### config.mk
export PLATFORM = sky130hd
export DESIGN_NAME = hdmi_timing_ctrl
export DESIGN_NICKNAME = d
export VERILOG_FILES = /design/src/rtl/hdmi_timing_ctrl.sv
export SDC_FILE = /design/constraint.sdc
export NUM_CORES = 1
export LEC_CHECK = 0
export BUFFER_PORTS_ARGS = -buffer_cell sky130_fd_sc_hd__buf_2
export CAP_MARGIN = 20
export CORE_MARGIN = 4
export CORE_UTILIZATION = 49
export DETAILED_ROUTE_END_ITERATION = 10
export PLACE_DENSITY = 0.75
export SETUP_SLACK_MARGIN = 0.2
export SLEW_MARGIN = 30
export SYNTH_ARGS = -nofsm -noshare
export SYNTH_HDL_FRONTEND = slang
export SYNTH_SLANG_ARGS = --single-unit
### constraint.sdc
create_clock -name PClk -period 2.8 [get_ports PClk]
set_input_delay 0.14 -clock PClk [delete_from_list [all_inputs] [get_ports PClk]]
set_output_delay 0.14 -clock PClk [all_outputs]
set_load 0.01 [all_outputs]
### src/rtl/hdmi_timing_ctrl.sv
// Video timing sequencer: generates sync, data-enable, pixel coordinates and
// line/frame markers. A frame always runs to completion before going idle.
module hdmi_timing_ctrl #(
    parameter int   H_ACTIVE = 640,
    parameter int   H_FP     = 16,
    parameter int   H_SYNC   = 96,
    parameter int   H_BP     = 48,
    parameter int   V_ACTIVE = 480,
    parameter int   V_FP     = 10,
    parameter int   V_SYNC   = 2,
    parameter int   V_BP     = 33,
    parameter logic SYNC_POL = 1'b0,
    parameter int   CNT_W    = 10
) (
    input  logic             PClk,
    input  logic             Reset,
    input  logic             Enable,
    output logic             Hsync,
    output logic             Vsync,
    output logic             Video_En,
    output logic [CNT_W-1:0] Pixel_X,
    output logic [CNT_W-1:0] Pixel_Y,
    output logic             Line_Start,
    output logic             Frame_Start,
    output logic             Busy
);

    localparam int H_TOTAL = H_ACTIVE + H_FP + H_SYNC + H_BP;
    localparam int V_TOTAL = V_ACTIVE + V_FP + V_SYNC + V_BP;

    localparam logic [CNT_W-1:0] H_LAST    = CNT_W'(H_TOTAL - 1);
    localparam logic [CNT_W-1:0] V_LAST    = CNT_W'(V_TOTAL - 1);
    localparam logic [CNT_W-1:0] H_ACT     = CNT_W'(H_ACTIVE);
    localparam logic [CNT_W-1:0] V_ACT     = CNT_W'(V_ACTIVE);
    localparam logic [CNT_W-1:0] HS_START  = CNT_W'(H_ACTIVE + H_FP);
    localparam logic [CNT_W-1:0] HS_END    = CNT_W'(H_ACTIVE + H_FP + H_SYNC);
    localparam logic [CNT_W-1:0] VS_START  = CNT_W'(V_ACTIVE + V_FP);
    localparam logic [CNT_W-1:0] VS_END    = CNT_W'(V_ACTIVE + V_FP + V_SYNC);

    typedef enum logic [1:0] {
        ST_IDLE,
        ST_RUN,
        ST_DRAIN
    } state_t;

    state_t           state_q, state_d;
    logic [CNT_W-1:0] h_q, h_d;
    logic [CNT_W-1:0] v_q, v_d;
    logic             hsync_q, hsync_d;
    logic             vsync_q, vsync_d;
    logic             video_en_q, video_en_d;
    logic             line_start_q, line_start_d;
    logic             frame_start_q, frame_start_d;
    logic             busy_q, busy_d;

    logic             h_last;
    logic             frame_last;
    logic             active_d;

    // Outputs are decoded from the next-state values so that every registered
    // output lines up with the registered (h, v) it describes.
    always_comb begin
        state_d       = state_q;
        h_d           = h_q;
        v_d           = v_q;
        h_last        = (h_q == H_LAST);
        frame_last    = h_last && (v_q == V_LAST);

        case (state_q)
            ST_IDLE: begin
                h_d = '0;
                v_d = '0;
                if (Enable) begin
                    state_d = ST_RUN;
                end
            end
            ST_RUN, ST_DRAIN: begin
                if (frame_last) begin
                    // Frame boundary: either start the next frame or go quiet.
                    h_d     = '0;
                    v_d     = '0;
                    state_d = Enable ? ST_RUN : ST_IDLE;
                end else begin
                    h_d     = h_last ? '0 : h_q + CNT_W'(1);
                    v_d     = h_last ? v_q + CNT_W'(1) : v_q;
                    state_d = Enable ? ST_RUN : ST_DRAIN;
                end
            end
            default: begin
                state_d = ST_IDLE;
                h_d     = '0;
                v_d     = '0;
            end
        endcase

        active_d      = (state_d != ST_IDLE);
        busy_d        = (state_d == ST_RUN);
        video_en_d    = active_d && (h_d < H_ACT) && (v_d < V_ACT);
        hsync_d       = (active_d && (h_d >= HS_START) && (h_d < HS_END)) ? SYNC_POL : ~SYNC_POL;
        vsync_d       = (active_d && (v_d >= VS_START) && (v_d < VS_END)) ? SYNC_POL : ~SYNC_POL;
        line_start_d  = busy_d && (h_d == '0);
        frame_start_d = line_start_d && (v_d == '0);
    end

    always_ff @(posedge PClk) begin
        if (Reset) begin
            state_q       <= ST_IDLE;
            h_q           <= '0;
            v_q           <= '0;
            hsync_q       <= ~SYNC_POL;
            vsync_q       <= ~SYNC_POL;
            video_en_q    <= 1'b0;
            line_start_q  <= 1'b0;
            frame_start_q <= 1'b0;
            busy_q        <= 1'b0;
        end else begin
            state_q       <= state_d;
            h_q           <= h_d;
            v_q           <= v_d;
            hsync_q       <= hsync_d;
            vsync_q       <= vsync_d;
            video_en_q    <= video_en_d;
            line_start_q  <= line_start_d;
            frame_start_q <= frame_start_d;
            busy_q        <= busy_d;
        end
    end

    assign Hsync       = hsync_q;
    assign Vsync       = vsync_q;
    assign Video_En    = video_en_q;
    assign Pixel_X     = h_q;
    assign Pixel_Y     = v_q;
    assign Line_Start  = line_start_q;
    assign Frame_Start = frame_start_q;
    assign Busy        = busy_q;

endmodule

* Yosys cells after proc, flatten, opt, wreduce, memory -nomap -nowiden
Index checks and enable logic that the tools add are counted.
** Cells by class
- Reductions and logical operators :: 14
- Multiplexer cells :: 13
- Add/sub/neg operators :: 2
- $lt $le $gt $ge :: 6
- Equality and inequality tests :: 5
** Operators with widths (number)
- two-way mux 10 bit :: 6
- adder 10 x 1 -> 10 bit, second input constant :: 2
- == test 10 bit, second input constant :: 2
- logical NOT 10 bit :: 2
- < comparator 10 bit, second input constant :: 2
- < comparator 10 x 9 -> 1 bit, second input constant :: 2
- >= comparator 10 bit, second input constant :: 1
- >= comparator 10 x 9 -> 1 bit, second input constant :: 1
- logical AND 1 bit :: 9
- two-way mux 2 bit :: 3
- == test 2 x 1 -> 1 bit, second input constant :: 2
- case mux 2 bit (2 select lines) :: 1
- two-way mux 1 bit :: 3
- == test 2 bit, second input constant :: 1
- logical NOT 2 bit :: 1
- nonzero test 2 bit :: 1
- OR reduction 2 bit :: 1
** Storage, ports and cells
- Bits in registers :: 28
- Logic and storage cells :: 49

* Depth between registers and ports, before layout
Gate-level depths: netlist (run 1).
- Depth in word-level cells :: 8
- Gate-level depth with buffers :: 9
- Mapped depth without buffers :: 8

* Least setup slack after synthesis (run 1)
OpenSTA, ideal clock, no wires.
- Kind :: register to register
- Start :: register h_q[1] (netlist: Pixel_X[1])
- End :: register vsync_q (netlist: Vsync)
- Path slack :: -0.358 ns
- Required time :: 2.666 ns
- Cell stages (with the launch flop) :: 9
- Arrival :: 3.024 ns
- Library setup time :: 0.134 ns
- Buffers on the path :: 1
- Cell sequence :: dfxtp_1 ha_1 nand4_1 or3_1 buf_2 or3_4 xnor2_1 or4_1 or4_1
** On the way
- Word-level cells in the longest chain between the ends :: 8
- Elaborated cells between the ends (all ways) :: 13
- Those cells by class :: order compare: 2; eq/ne: 1; mux: 6; reduce/logical: 4
** RTL lines
- from (decl) :: line 47 : logic [CNT_W-1:0] h_q, h_d;
- from (signal assigned) :: line 108 : h_q <= '0;
- from (signal assigned) :: line 118 : h_q <= h_d;
- == test 10 bit (*) :: line 66 : h_last = (h_q == H_LAST);
- two-way mux 10 bit or logical AND 1 bit (tied branches) :: line 85, 67
- two-way mux 10 bit or two-way mux 2 bit (tied branches) :: line 78 : if (frame_last) begin
- two-way mux 10 bit or case mux 2 bit (2 select lines) (tied branches) :: line 69 : case (state_q)
- >= comparator 10 x 9 -> 1 bit or nonzero test 2 bit (tied branches) :: line 100, 96
- logical AND 1 bit :: line 100 : vsync_d = (active_d && (v_d >= VS_START) && (v_d < VS_END)) ? SYNC_POL : ~SYNC_POL;
- logical AND 1 bit (*) :: line 100
- two-way mux 1 bit (*) :: line 100
- to (signal assigned) :: line 111 : vsync_q <= ~SYNC_POL;
- to (signal assigned) :: line 121 : vsync_q <= vsync_d;
- to (decl) :: line 50 : logic vsync_q, vsync_d;
Mark *: on every way between the ends. The rest lies on a longest branch, timed or not.
A chain may end at the register's enable or synchronous reset.

* Worst setup path in the final report (run 1)
Same ends and word-level chain as after synthesis.

==> impl_results.md, run 1 <==
* Mapped cell area at roughly 1500 sq um
* First-pass GRT wire length at 6.79 mm
* GP Congestion at 0.892
* Setup-failing EPs final at 0
* Pwr dens at 381 nW/um^2
* Clock latency on the worst-skew pair at 320 ps
* Status: finished, final reports clean
* TritonRoute pass-1 iters at 5
* Synth Instances at 183
* Yosys top cell by area: dfxtp_1
* Synth Net Count at 191
* Crit-path slowest cell: or4_1
* Post-route DRC at 0
* RSZ-0062 raised after global routing: true
* Final Net Count at 231
* Final hold vios at 0
* FF+latch count, synth at 28
* Ys flop type: dfxtp_1
* Yosys warns at 0
* H-tree depth at 1
* Worst path cell trace: ha_4 > nand4_1 > or3_4 > or3_4 > xnor2_2 > or4_4 > or4_1
* Layout area overhead at 22.2%
* GR Util met2 at 0.359
* Core Region at roughly 2900 sq um
* Worst Clk Skew at roughly 2.4 ps
* Max_slew headroom at 0.742
* Antenna Violating Nets Remaining at 0
* Ports at 29
* Worst-Margin Slew at 384 ps
* Largest net degree at the start of global routing at 16
* Met3 usage at 0.0385
* Most frequent cells in the layout: buf_2 (28), nor2_1 (25), dfxtp_1 (23), nand2_1 (16), buf_4 (16)
* Cts bufs inserted at 3
* Leading cell type in the layout, fill and taps excluded: buf_2
* Clock tree buffer depth at 2
* I/O Buffers at 28
* Crit path time final at 2640 ps
* FILL cells at 240
* Die area at about 4100 sq um
* Delay-heaviest family, CP: simple AND/OR/NAND/NOR gates
* Critical Path AT at 2850 ps
* Routed wire length per instance at roughly 16 um
* Vias per inst at 6.01
* WP buf/inv at 0
* Root buffer cell: clkbuf_4
* Number of diodes at 0
* Cts hold-fix bufs at 0
* Vias in the first global route at approximately 1.5k
* Place WS at between 150 and 200 ps
* Leakage power at 0.757 nW
* FF+latch area at 574 sq um
* Starting density of the core at 0.534
* GR Layer Usage met1 at 0.250
* Final worst-path cycle share at 0.942
* Number of synthesized flops with an enable pin at 0
* Antenna violations before repair at 0
* Synth top area share at 0.368
* Total Routing Usage GR at 0.206
* Final WL at 4.07 mm
* DR iter-0 viols at slightly above 80
* Crit. End Element: register
* Peak Freq at 0.379 GHz
* Final setup margin at 162 ps
* Crit start category: register
* Hpwl dp at 3.06 mm
* Netlist cell types at a little over 40
* Register area share after synthesis at 0.368
* Core Rows at 19
* Synth top area cells: dfxtp_1 (37%), xnor2_1 (7.5%), nor2_1 (6.2%)
* Global route hottest layer: met2
* # clock sinks at 28
* Layout cells sized above 1 at 0.288
* Multi-input logic area at between 900 and 1000 sq um
* Setup TNS at 0 ps
* Chip height at 63.8 um
* Via count at around 1.5k
* WP data required at 3010 ps
* Setup CP Type: register to register
* Grt total ovfl at 0
* Final slew viol count at 0
* CTS tree: done
* Critical path's largest stage delay at 470 ps
* Ys async rst share at 0
* Worst Hold Class: input pin to register
* # Max-Cap Violations at 0
* Most used cell, CP: or3_4
* Die X-Extent at 63.8 um
* Syn avg cell area at 8.33 sq um
* CTS clk-pin slew, worst paths at 140 ps
* Worst vdd ir at 0.368 mV
* Crit path max fanout at 5
==> through the flow <==
stage	total power [W]	cell area (sq um)	hold slack, ps	instances	util
detailed placement	0.000523	1760	431	244	0.618
CTS	0.000716	1830	81.9	251	0.641
global route	0.000746	1860	70.1	253	0.653
finish	0.000710	1860	81.5	253	0.653
global placement	0.000517	1760	433	244	0.618
floorplan	0.000490	1560	424	183	-
==> flip-flops by register name, indices dropped and copies added (netlist names) <==
name,cells
Pixel_X,10
Pixel_Y,10
state_q,2
Busy,1
Frame_Start,1
Hsync,1
Line_Start,1
Video_En,1
Vsync,1
==> routing by layer <==
layer | vias up | part of all wire
li1 | 718 | -
met2 | 73 | 0.50
met3 | 10 | 0.066
met4 | 0 | 0.017
met1 | 719 | 0.42
met5 | - | 0
==> where the power goes <==
group          leakage, nW  switching (W)  internal (W)
sequential           0.230     0.00000723      0.000411
combinational        0.505      0.0000605     0.0000384
clock               0.0210       0.000113     0.0000795
total                0.757       0.000181      0.000529
==> worst paths after layout <==
| path | cells past startpoint | slack (ps) | startpoint | end |
|---|---|---|---|---|
| worst min register to register | 2 | 560 | Pixel_X[0] | Pixel_X[0] |
| worst max-delay path | 7 | 160 | Pixel_X[1] | Vsync |
| worst min-delay path | 2 | 80 | Reset | Pixel_X[8] |
| worst max register to register | 7 | 160 | Pixel_X[1] | Vsync |
==> synth_stat cells, drive strengths merged (3+ instances only) <==
library cell  count
nand3             9
or3               4
nor3              5
or4               3
nand4             4
xnor2            13
nand2b            4
dfxtp            28
a31oi             4
nor4              9
inv               9
nor2             25
a21oi             5
and3              3
nand2            16
buf               4
xor2              5
clkbuf            5
ha                5
==> cell type report <==
type,instances,area share
Multi-Input combinational cell,137,0.493
Sequential cell,28,0.308
Timing Repair Buffer,44,0.140
Tap cell,31,0.0208
Clock buffer,4,0.0195
Inverter,9,0.0181
==> logic make-up after synthesis <==
family / count (synthesis) / synth area share
buf+inv: 18 / 0.0558
fa+ha+maj: 5 / 0.0411
xor+xnor: 18 / 0.103
flops: 28 / 0.368
compound gates: 22 / 0.102
simple gates: 92 / 0.330
==> what timing repair did <==
item	in CTS	in global routing
pin swaps	0	1
setup endpoints to repair	1	1
resized for setup	2	5
buffers inserted	3	2
endpoints found under the hold margin	0	0
Note: power is estimated with default switching activity, not from simulation.
==> inputs of run 2 (changes only) <==
- BUFFER_PORTS_ARGS: -buffer_cell sky130_fd_sc_hd__buf_2 -> unset
- CORE_UTILIZATION: 49 -> 56
- DONT_BUFFER_PORTS: unset -> 1
- PLACE_DENSITY: 0.75 -> 0.74
==> impl_results.md, run 2 (same netlist as run 1, synthesis figures left out) <==
* Via count at 1348 (was 1520)
* Clock share of power at 0.278 (was 0.271)
* Critical Path AT at 2780 ps (was 2850 ps)
* Antenna violations before repair at 0 (unchanged)
* Worst-Margin Slew at 440 ps (was 384 ps)
* Setup CP Type: register to register (unchanged)
* Die X-Extent at 60.2 um (was 63.8 um)
* Leakage power at 0.607 nW (was 0.757 nW)
* Worst slack on hold paths at 108 ps (was 81.5 ps)
* Max_slew headroom at 0.704 (was 0.742)
* Vias in the first global route at 1283 (was 1490)
* Die area at 3620 sq um (was 4070 sq um)
* Ports at 29 (unchanged)
* Hpwl dp at 2.68 mm (was 3.06 mm)
* Final hold vios at 0 (unchanged)
* Crit. End Element: register (unchanged)
* CTS tree: done (unchanged)
* TritonRoute pass-1 iters at 4 (was 5)
* Routed wire length per instance at 15.6 um (was 16.1 um)
* I/O Buffers at 0 (was 28)
* Placed instance area at 1640 sq um (was 1760 sq um)
* GP Congestion at 0.860 (was 0.892)
* Status: finished, final reports clean (unchanged)
* Core Region at 2540 sq um (was 2850 sq um)
* Worst vdd ir at 0.359 mV (was 0.368 mV)
* Most frequent cells in the layout: nor2_1 (25), dfxtp_1 (24), nand2_1 (16), buf_4 (14), xnor2_1 (12) (was buf_2 (28), nor2_1 (25), dfxtp_1 (23), nand2_1 (16), buf_4 (16))
* Grt total ovfl at 0 (unchanged)
* Vias per inst at 6.04 (was 6.01)
* Setup-failing EPs final at 0 (unchanged)
* H-tree depth at 1 (unchanged)
* First-pass GRT wire length at 5.84 mm (was 6.79 mm)
* Worst Clk Skew at 7.65 ps (was 2.40 ps)
* Crit start category: register (unchanged)
* Clock tree buffer depth at 2 (unchanged)
* Layout cells sized above 1 at 0.166 (was 0.288)
* Number of diodes at 0 (unchanged)
* Reg power frac at 0.613 (was 0.589)
* Pwr Total at 0.000696 W (was 0.000710 W)
* Post-route DRC at 0 (unchanged)
* Total Routing Usage GR at 0.210 (was 0.206)
* # Max-Cap Violations at 0 (unchanged)
* Core Rows at 18 (was 19)
* Final worst-path cycle share at 0.916 (was 0.942)
* Final Net Count at 202 (was 231)
* Chip height at 60.2 um (was 63.8 um)
* Worst Hold Class: input pin to register (unchanged)
* Pwr dens at 408 nW/um^2 (was 381 nW/um^2)
* Non-Filler Cell Area, Final at 1710 sq um (was 1860 sq um)
* # clock sinks at 28 (unchanged)
* RSZ-0062 raised after global routing: true (unchanged)
* CTS clk-pin slew, worst paths at 150 ps (was 140 ps)
* Cts bufs inserted at 3 (unchanged)
* Crit path time final at 2570 ps (was 2640 ps)
* Final slew viol count at 0 (unchanged)
* Starting density of the core at 0.599 (was 0.534)
* WP data required at 3010 ps (about the same)
* Layout area overhead at 11.9% (was 22.2%)
* Sw frac at 0.253 (was 0.255)
* Comb power frac at 0.109 (was 0.139)
* Net switching power at 0.000176 W (was 0.000181 W)
* Largest net degree at the start of global routing at 16 (unchanged)
* DR iter-0 viols at 67 (was 81)
* Crit path max fanout at 6 (was 5)
* Placed insts at 217 (was 244)
* Final std cells w/o fill at 223 (was 253)
* Peak Freq at 0.390 GHz (was 0.379 GHz)
* Leading cell type in the layout, fill and taps excluded: nor2_1 (was buf_2)
* Final WL at 3.47 mm (was 4.07 mm)
* Root buffer cell: clkbuf_4 (unchanged)
* Power Internal at 0.000520 W (was 0.000529 W)
* Clock latency on the worst-skew pair at 320 ps (about the same)
* Antenna Violating Nets Remaining at 0 (unchanged)
* Setup TNS at 0 ps (unchanged)
## run 2: power groups by stage
stage / registers [W] / logic (W) / clock network, W
finish: 0.000427 / 0.0000756 / 0.000193
global route: 0.000429 / 0.0000850 / 0.000217
CTS: 0.000427 / 0.0000747 / 0.000202
detailed placement: 0.000436 / 0.0000715 / 0
global placement: 0.000435 / 0.0000694 / 0
floorplan: 0.000434 / 0.0000557 / 0
## run 2: worst max-delay path: stages, from the launching register on
cell	delay, ps
dfxtp_4	430
ha_4	160
nand4_1	100
or3_4	400
or3_4	420
xnor2_2	150
or4_4	410
or4_1	390
## run 2: cell type report
| cell class | instances | area [sq um] |
|---|---|---|
| clock buffer | 4 | 36.3 |
| fill | 218 | 840 |
| inverter | 9 | 33.8 |
| multi-input combinational | 137 | 912 |
| sequential | 28 | 571 |
| tap | 30 | 37.5 |
| timing repair buffer | 15 | 115 |
## run 2: worst paths after layout
kind	startpoint	endpoint	slack (ps)	cells after the start
max	Pixel_X[0]	Vsync	230	7
min	Reset	Pixel_Y[0]	110	2
max reg2reg	Pixel_X[0]	Vsync	230	7
min reg2reg	Pixel_X[0]	Pixel_X[0]	500	1
## run 2: repair_timing
item | CTS | global route
hold buffers | 1 | 0
buffers inserted | 0 | 1
endpoints found under the setup margin | 1 | 1
endpoints found under the hold margin | 8 | 0
gates cloned | 0 | 0
gates resized for setup | 1 | 3
pin swaps | 1 | 6
## run 2: layer usage
| metal | up-vias | share of wire | track usage |
|---|---|---|---|
| li1 | 660 | - | - |
| met1 | 635 | 0.46 | 0.296 |
| met2 | 47 | 0.45 | 0.321 |
| met3 | 6 | 0.080 | 0.0454 |
| met4 | 0 | 0.015 | 0.0570 |
| met5 | - | 0 | 0 |
## run 2: stage by stage
step,setup WS (ps),utilization
4_1_cts,161,0.663
5_1_grt,185,0.670
2_1_floorplan,-84.7,-
3_5_place_dp,179,0.643
6_report,234,0.670
3_3_place_gp,201,0.643
